### config.mk
export PLATFORM = sky130hd
export DESIGN_NAME = multi_timer
export DESIGN_NICKNAME = d
export VERILOG_FILES = /design/src/rtl/multi_timer.sv
export SDC_FILE = /design/constraint.sdc
export NUM_CORES = 1
export LEC_CHECK = 0
export BUFFER_PORTS_ARGS = -buffer_cell sky130_fd_sc_hd__buf_2
export CORE_MARGIN = 5
export CORE_UTILIZATION = 40
export DETAILED_ROUTE_END_ITERATION = 12
export SETUP_SLACK_MARGIN = 0.5
export SKIP_CTS_REPAIR_TIMING = 1
export SYNTH_ARGS = -nofsm -noshare
export SYNTH_HDL_FRONTEND = slang
export SYNTH_SLANG_ARGS = --single-unit
### constraint.sdc
create_clock -name clk -period 8 [get_ports clk]
set_input_delay 0.8 -clock clk [delete_from_list [all_inputs] [get_ports clk]]
set_output_delay 0.8 -clock clk [all_outputs]
set_load 0.05 [all_outputs]
### src/rtl/multi_timer.sv
// Multi-channel timer: shared prescaler tick driving independent
// one-shot / periodic counters with sticky per-channel interrupts.
module multi_timer #(
   parameter int WIDTH      = 32,
   parameter int CHANNELS   = 4,
   parameter int PRESCALE_W = 8
) (
   input  logic                      clk,
   input  logic                      reset_n,
   input  logic [CHANNELS-1:0]       ro_trig_start,
   input  logic [CHANNELS-1:0]       ro_trig_halt,
   input  logic [CHANNELS-1:0]       ro_mode,
   input  logic [CHANNELS*WIDTH-1:0] ro_termcount,
   input  logic [PRESCALE_W-1:0]     ro_prescale,
   input  logic [CHANNELS-1:0]       ro_int_en,
   input  logic [CHANNELS-1:0]       ro_int_clr,
   output logic [CHANNELS-1:0]       rf_status,
   output logic [CHANNELS*WIDTH-1:0] rf_currcount,
   output logic [CHANNELS-1:0]       rf_int,
   output logic                      irq
);

   typedef enum logic [1:0] {
      IDLE = 2'd0,
      RUN  = 2'd1,
      DONE = 2'd2
   } state_t;

   logic [PRESCALE_W-1:0] pre_q;
   logic                  tick;

   // >= so a lowered divider wraps on the next edge instead of overflowing
   assign tick = (pre_q >= ro_prescale);

   always_ff @(posedge clk or negedge reset_n) begin
      if (!reset_n) begin
         pre_q <= '0;
      end else if (tick) begin
         pre_q <= '0;
      end else begin
         pre_q <= pre_q + PRESCALE_W'(1);
      end
   end

   for (genvar n = 0; n < CHANNELS; n++) begin : g_ch
      state_t           st_q;
      state_t           st_d;
      logic [WIDTH-1:0] cnt_q;
      logic [WIDTH-1:0] cnt_d;
      logic [WIDTH-1:0] tc;
      logic [WIDTH:0]   inc;
      logic             hit;
      logic             int_q;
      logic             int_d;

      assign tc  = ro_termcount[n*WIDTH +: WIDTH];
      assign inc = {1'b0, cnt_q} + (WIDTH+1)'(1);
      assign hit = (inc >= {1'b0, tc});

      always_comb begin
         st_d  = st_q;
         cnt_d = cnt_q;
         int_d = int_q;
         if (ro_int_clr[n]) begin
            int_d = 1'b0;
         end
         // halt beats start and terminal; start beats terminal (restart)
         if (ro_trig_halt[n]) begin
            st_d = IDLE;
         end else if (ro_trig_start[n] && (tc != '0)) begin
            st_d  = RUN;
            cnt_d = '0;
         end else if ((st_q == RUN) && tick) begin
            if (hit) begin
               int_d = 1'b1;
               if (ro_mode[n]) begin
                  cnt_d = '0;
               end else begin
                  cnt_d = tc;
                  st_d  = DONE;
               end
            end else begin
               cnt_d = inc[WIDTH-1:0];
            end
         end
      end

      always_ff @(posedge clk or negedge reset_n) begin
         if (!reset_n) begin
            st_q  <= IDLE;
            cnt_q <= '0;
            int_q <= 1'b0;
         end else begin
            st_q  <= st_d;
            cnt_q <= cnt_d;
            int_q <= int_d;
         end
      end

      assign rf_status[n]                 = (st_q == RUN);
      assign rf_currcount[n*WIDTH +: WIDTH] = cnt_q;
      assign rf_int[n]                    = int_q;
   end

   assign irq = |(rf_int & ro_int_en);

endmodule
==> impl_metrics.env, run 1 <==
export IMPL_status="complete, no violations"
export IMPL_fp_dieW_um=187.4
export IMPL_switching_share_pct=32.06
export IMPL_drtIter0Drc=725
export IMPL_timing_final_crit_share_pct=60.23
export IMPL_gp_congestion=0.8928
export IMPL_pre_cts_ws_ns=3.259
export IMPL_synth_xor_area_share_pct=8.763
export IMPL_synth_edf_count=0
export IMPL_whs_ns=0.4350
export IMPL_rsz0062_at_grt="false"
export IMPL_fin_nets=2046
export IMPL_clock_sinks=148
export IMPL_maxCapViolations=0
export IMPL_crit_required_ns=8.33
export IMPL_dp_final_hpwl_um=29710
export IMPL_drive_gt1_share_pct=20.34
export IMPL_grtUsageTotal_pct=22.47
export IMPL_die_area_um2=35130
export IMPL_n_antenna_cell=0
export IMPL_cts_tree="built"
export IMPL_internal_power_uw=1366
export IMPL_tns_ns=0
export IMPL_fin_util_pct=48.17
export IMPL_hold_viol=0
export IMPL_yosysWarnings=0
export IMPL_yosysMostFrequentCell="inv_1"
export IMPL_relSlewSlack_pct=20.54
export IMPL_die_h_um=187.4
export IMPL_vias_per_cell=5.682
export IMPL_drt_drc_violations_left=0
export IMPL_synth_cell_types=63
export IMPL_ys_seq_area_share_pct=29.41
export IMPL_crit_path_start_kind="flop"
export IMPL_final_setup_viol_count=0
export IMPL_path_class="flop to flop"
export IMPL_yosysTopAreaCellShare_pct=29.41
export IMPL_synth_flop_cell="dfrtp_1"
export IMPL_fmax_mhz=207.5
export IMPL_synth_top_family_by_area="simple AND/OR/NAND/NOR gates"
export IMPL_avgSynthCellArea_um2=8.567
export IMPL_routed_wirelength_um=39980
export IMPL_pwr_share_clk_pct=42.5
export IMPL_cp_max_fo=28
export IMPL_coreArea_um2=31310
export IMPL_synth_commonest_cells="153 x inv_1, 148 x dfrtp_1, 141 x ha_1"
export IMPL_skew_ns=0.01232
export IMPL_grt_pass1_vias=12486
export IMPL_synthMuxAreaShare_pct=2.385
export IMPL_grt_pass1_wl_um=65760
export IMPL_place_inst=2130
export IMPL_fin_cells=2162
export IMPL_area_growth_syn_to_layout_pct=19.76
export IMPL_synth_area_leader_cell="dfrtp_1"
export IMPL_syn_instance_count=1470
export IMPL_irDropWorstVdd_mv=0.1465
export IMPL_final_setup_worst_slack_ns=3.181
export IMPL_routedWlPerCell_um=18.49
export IMPL_ys_ff_latch=148
export IMPL_synth_area_leaders="dfrtp_1 29%, ha_1 14%, xnor2_1 5.8%, a221o_1 5.5%, inv_1 4.6%"
export IMPL_drv_slew=0
export IMPL_p_comb_share_pct=17.4
export IMPL_grt_overflow=0
export IMPL_netlist_area_um2=12590
export IMPL_port_buffers=294
export IMPL_synth_fa_ha_area_share_pct=14.01
export IMPL_power_density_nw_per_um2=133.4
export IMPL_synthSimpleGateAreaFrac_pct=22.21
export IMPL_synth_nets=1769
export IMPL_crit_path_end_kind="flop"
export IMPL_cts_buffer_depth=2
export IMPL_cellLeakagePower_uw=0.008134
export IMPL_cts_made_buffers=17
export IMPL_num_vias=12284
export IMPL_drtAntennaViolNets=0
export IMPL_synth_async_reset_ratio_pct=100.0
export IMPL_synth_compound_area_share_pct=16.74
export IMPL_p_seq_share_pct=40.1
export IMPL_drt_pass1_iterations=5
export IMPL_antenna_found_initial=4
export IMPL_grt_max_degree=83
export IMPL_p_switching_uw=644.8
export IMPL_htreeDepth=4
export IMPL_start_util_pct=40.22
export IMPL_hold_class="input pin to asynchronous set/reset pin"
export IMPL_fin_crit_ns=4.819
export IMPL_row_count=65
export IMPL_io_pins=295
export IMPL_cts_clk_slew_worst_paths_ns=0.07
export IMPL_tightestPinTransition_ns=1.192
export IMPL_arrival_ns=5.15
export IMPL_clock_latency_ns=0.44
export IMPL_clockRootBuffer="clkbuf_16"
-- metal layers --
| layer | GRT usage, % | vias up | routed length [um] |
|---|---|---|---|
| li1 | - | 5920 | - |
| met1 | 31.36 | 5912 | 18600 |
| met2 | 35.80 | 395 | 17950 |
| met3 | 4.685 | 51 | 2723 |
| met4 | 5.562 | 6 | 664 |
| met5 | 0 | - | 43 |
-- stage by stage --
| step | total power, uW | instance area [um^2] |
|---|---|---|
| global route | 2125 | 15080 |
| detailed placement | 1176 | 14490 |
| floorplan | 1012 | 12590 |
| CTS | 2039 | 15080 |
| global placement | 1170 | 14490 |
| finish | 2011 | 15080 |
-- layout make-up --
class / count / area (um^2)
well taps: 402 / 503.0
multi-input cells: 1118 / 8114
fillers: 3107 / 16230
inverters: 153 / 574.3
clock buffers: 17 / 425.4
flip-flops and latches: 148 / 3704
repair buffers: 309 / 1590
clock inverters: 15 / 171.4
-- flip-flops by register name, summed over array words and instances, names as in the netlist --
name        count
g_ch.st_q       8
pre_q           8
g_ch.cnt_q    128
g_ch.int_q      4
-- worst max-delay path, cell delays in order, from the launching register on --
cell and delay, ns:
dfrtp_1 0.48, ha_1 0.24, and3_1 0.31, and2_1 0.22
and3_1 0.19, nand4_1 0.12, xnor2_1 0.17, ha_1 0.30
nand4_1 0.16, nor4_1 0.61, a2bb2oi_1 0.16, a211oi_1 0.43
a311oi_4 0.08, or3_1 0.87, o221ai_1 0.38
-- cells by family after synthesis --
logic type      after synthesis
simple gates                527
compound gates              294
mux                          30
fa+ha+maj                   141
flops                       148
buf+inv                     204
xor+xnor                    126
-- power by group through the flow --
stage / clock (uW) / sequential, uW / combinational, uW
after floorplan: 0 / 825 / 187
after global placement: 0 / 819 / 351
after detailed placement: 0 / 820 / 357
after CTS: 875 / 805 / 359
after global routing: 911 / 810 / 403
final: 855 / 806 / 350
-- cells in the final DEF, fill, tap and decap left out, drive strengths merged, types with 3 or more instances in the layout --
cell type	instances
nor3b	3
o21a	10
clkinv	5
a221o	69
nand4	57
dfrtp	148
nand2b	6
or3	4
nor4	45
inv	159
o22ai	5
a21o	7
ha	141
mux2i	30
a32oi	26
a221oi	4
and4	18
o31ai	4
nor2b	5
o211ai	6
nand3	67
and3	37
a31oi	3
xor2	43
a211oi	5
o21ai	82
buf	309
nor3	13
xnor2	83
clkbuf	17
nor2	85
nand2	121
a22oi	3
and2	61
a21oi	54
-- worst paths after layout --
check	from	to	slack, ns	cells past startpoint
max reg2reg	g_ch[2].cnt_q[0]$_DFFE_PN0P_	g_ch[2].cnt_q[0]$_DFFE_PN0P_	3.18	14
min	reset_n	g_ch[0].cnt_q[18]$_DFFE_PN0P_	0.44	1
max in group asynchronous	reset_n	pre_q[7]$_DFF_PN0_	6.13	2
min reg2reg	g_ch[0].st_q[1]$_DFFE_PN0P_	g_ch[0].st_q[1]$_DFFE_PN0P_	0.51	1
max	g_ch[2].cnt_q[0]$_DFFE_PN0P_	g_ch[2].cnt_q[0]$_DFFE_PN0P_	3.18	14
min in group clk	g_ch[0].st_q[1]$_DFFE_PN0P_	g_ch[0].st_q[1]$_DFFE_PN0P_	0.51	1
Note: power is estimated with default switching activity, not from simulation.
==> run 2, diff against run 1 <==
ABC_AREA = 1   (was unset)
clock period = 3.9 ns   (was 8 ns; I/O delays follow)
==> impl_metrics.env, run 2 <==
export IMPL_hold_class="input pin to asynchronous set/reset pin"
export IMPL_antenna_found_initial=0
export IMPL_fmax_mhz=296.1
export IMPL_drt_drc_violations_left=0
export IMPL_tns_ns=0
export IMPL_synth_edf_count=0
export IMPL_drtIter0Drc=1106
export IMPL_status="complete, but fails checks"
export IMPL_crit_top_cell="nand2_1"
export IMPL_yosysTopAreaCellShare_pct=25.31
export IMPL_yosysWarnings=0
export IMPL_crit_path_end_kind="flop"
export IMPL_drive_gt1_share_pct=28.80
export IMPL_grt_pass1_wl_um=82280
export IMPL_netlist_area_um2=14640
export IMPL_routedWlPerCell_um=18.06
export IMPL_cts_clk_slew_worst_paths_ns=0.06
export IMPL_skew_ns=0.009616
export IMPL_grt_max_degree=72
export IMPL_synth_area_leaders="dfrtp_1 25%, nand2_1 13%, ha_1 12%, inv_1 9.2%, nand3_1 7.6%"
export IMPL_area_growth_syn_to_layout_pct=34.23
export IMPL_vias_per_cell=5.461
export IMPL_dr_wl_met2_um=25460
export IMPL_final_cell_mix="475 x nand2_1, 352 x inv_1, 293 x buf_2"
export IMPL_place_inst=2945
export IMPL_irDropWorstVdd_mv=0.3391
export IMPL_port_buffers=294
export IMPL_fin_cells=3056
export IMPL_clockRootBuffer="clkbuf_16"
export IMPL_synth_async_reset_ratio_pct=100.0
export IMPL_cpMaxStageDelayCell="dfrtp_2"
export IMPL_cellLeakagePower_uw=0.01075
export IMPL_violations="negative hold slack"
export IMPL_avgSynthCellArea_um2=6.613
export IMPL_fin_util_pct=54.05
export IMPL_crit_required_ns=4.23
export IMPL_dr_wl_met3_um=3736
export IMPL_grt_pass1_vias=15751
export IMPL_grt_overflow=0
export IMPL_cts_tree="built"
export IMPL_crit_start="g_ch[2].cnt_q[0]$_DFFE_PN0P_"
export IMPL_syn_instance_count=2213
export IMPL_top_regs="g_ch.cnt_q x128, g_ch.st_q x8, pre_q x8"
export IMPL_r2r_slack_ns=0.52
export IMPL_largest_reg_flops=128
export IMPL_wl_met1_um=24660
export IMPL_crit_path_start_kind="flop"
export IMPL_maxCapViolations=0
export IMPL_timing_final_crit_share_pct=86.58
export IMPL_relSlewSlack_pct=26.28
export IMPL_synth_nets=2512
export IMPL_clock_sinks=148
export IMPL_ys_ff_latch=148
export IMPL_power_density_nw_per_um2=217.2
export IMPL_rsz0062_at_grt="true"
export IMPL_path_class="flop to flop"
export IMPL_p_total_uw=4267
export IMPL_grtUsageTotal_pct=24.50
export IMPL_routed_wirelength_um=55190
export IMPL_fin_nets=2873
export IMPL_dr_max_layer_used="met4"
export IMPL_dp_final_hpwl_um=38960
export IMPL_synth_flop_cell="dfrtp_1"
export IMPL_cts_buffer_depth=2
export IMPL_synth_commonest_cells="511 x nand2_1, 359 x inv_1, 222 x nand3_1"
export IMPL_row_count=70
export IMPL_ys_seq_area_share_pct=25.31
export IMPL_seqCellArea_um2=3742
export IMPL_yosysMostFrequentCell="nand2_1"
export IMPL_tightestPinTransition_ns=1.105
export IMPL_drtAntennaViolNets=0
export IMPL_die_area_um2=40510
export IMPL_clock_latency_ns=0.45
export IMPL_mostFrequentLayoutCell="nand2_1"
export IMPL_final_setup_viol_count=0
export IMPL_fin_crit_ns=3.377
export IMPL_num_vias=16690
export IMPL_fillers=3548
export IMPL_drv_slew=0
export IMPL_path_cells="ha_4 -> nand2_4 -> nor3_4 -> nand2_2 -> nor2_4 -> nand3_4 -> nor2_4 -> xnor2_1 -> inv_1 -> ha_4 -> nand2_2 -> nand2_1 -> nand3_1 -> nand2_1 -> a21oi_2 -> nand3_1 -> nor2_2 -> nand2_4 -> clkbuf_16 -> o211ai_1 -> nand2_1"
export IMPL_cts_made_buffers=17
export IMPL_coreArea_um2=36350
export IMPL_die_h_um=201.3
export IMPL_drt_pass1_iterations=6
export IMPL_synth_cell_types=44
export IMPL_fp_dieW_um=201.3
export IMPL_whs_ns=-0.02335
export IMPL_gp_congestion=0.9270
export IMPL_cp_max_fo=8
export IMPL_worst_path_largest_cell_delay_ns=0.38
export IMPL_htreeDepth=4
export IMPL_synth_area_leader_cell="dfrtp_1"
export IMPL_multi_input_area_um2=10560
export IMPL_reg2reg_from="g_ch[2].cnt_q[0]$_DFFE_PN0P_"
export IMPL_io_pins=295
export IMPL_worstRegToRegCells=21
export IMPL_start_util_pct=40.27
export IMPL_largest_register="g_ch.cnt_q"
export IMPL_hold_viol=14
export IMPL_arrival_ns=3.71
run 2: report_power, final:
group / switching [uW] / internal [uW] / total [uW]
registers: 45.3 / 1580 / 1620
logic: 485 / 244 / 730
clock network: 748 / 1160 / 1910
total: 1280 / 2990 / 4270
run 2: kinds of logic (layout without fill, tap and decap cells):
logic type	Yosys count	after routing	share of synthesized area, %
buffers and inverters	438	810	12.29
AOI/OAI and AO/OA	235	235	8.635
and+or+nand+nor	1146	1148	35.44
DFF	148	148	25.31
xor gates and xnor gates	105	105	6.284
adders and majority gates	141	141	12.05
other	0	1	0
run 2: worst max-delay path, delay by kind of cell, from the launching register on:
kind	cells	cell delay, ns
xor gates and xnor gates	1	0.12
buffers and inverters	2	0.32
and+or+nand+nor	14	1.66
AOI/OAI and AO/OA	2	0.36
DFF	1	0.38
adders and majority gates	2	0.39
run 2: area by class of cell:
cell class                      count  share of cell area, %
Multi-Input combinational cell   1629                  53.75
Inverter                          367                  7.235
Sequential cell                   148                  19.05
Antenna cell                        1                0.01274
Tap cell                          468                  2.981
Clock inverter                     11                 0.9299
Clock buffer                       21                  2.344
Timing Repair inverter              6                 0.4522
Timing Repair Buffer              405                  13.24
run 2: path summary, 6_finish.rpt:
path / endpoint
min reg2reg: pre_q[0]$_DFF_PN0_
min: g_ch[2].cnt_q[12]$_DFFE_PN0P_
max in group asynchronous: g_ch[1].cnt_q[2]$_DFFE_PN0P_
min in group clk: g_ch[1].st_q[0]$_DFFE_PN0P_
max: g_ch[2].cnt_q[2]$_DFFE_PN0P_
max reg2reg: g_ch[2].cnt_q[2]$_DFFE_PN0P_
run 2: per-stage QoR:
stage	cell area, um^2	hold WS [ns]	setup WS [ns]
3_5_place_dp	16620	0.4819	0.1531
2_1_floorplan	14640	0.09441	0.5113
6_report	19650	-0.02335	0.5233
4_1_cts	17270	0.002458	0.1232
3_3_place_gp	16620	0.4761	0.1897
5_1_grt	19640	0.03348	0.2877
run 2: metal layers:
metal / vias to the layer above / global-route usage, %
li1: 8005 / -
met1: 7891 / 34.14
met2: 687 / 39.91
met3: 107 / 3.658
met4: 0 / 6.567
met5: - / 0
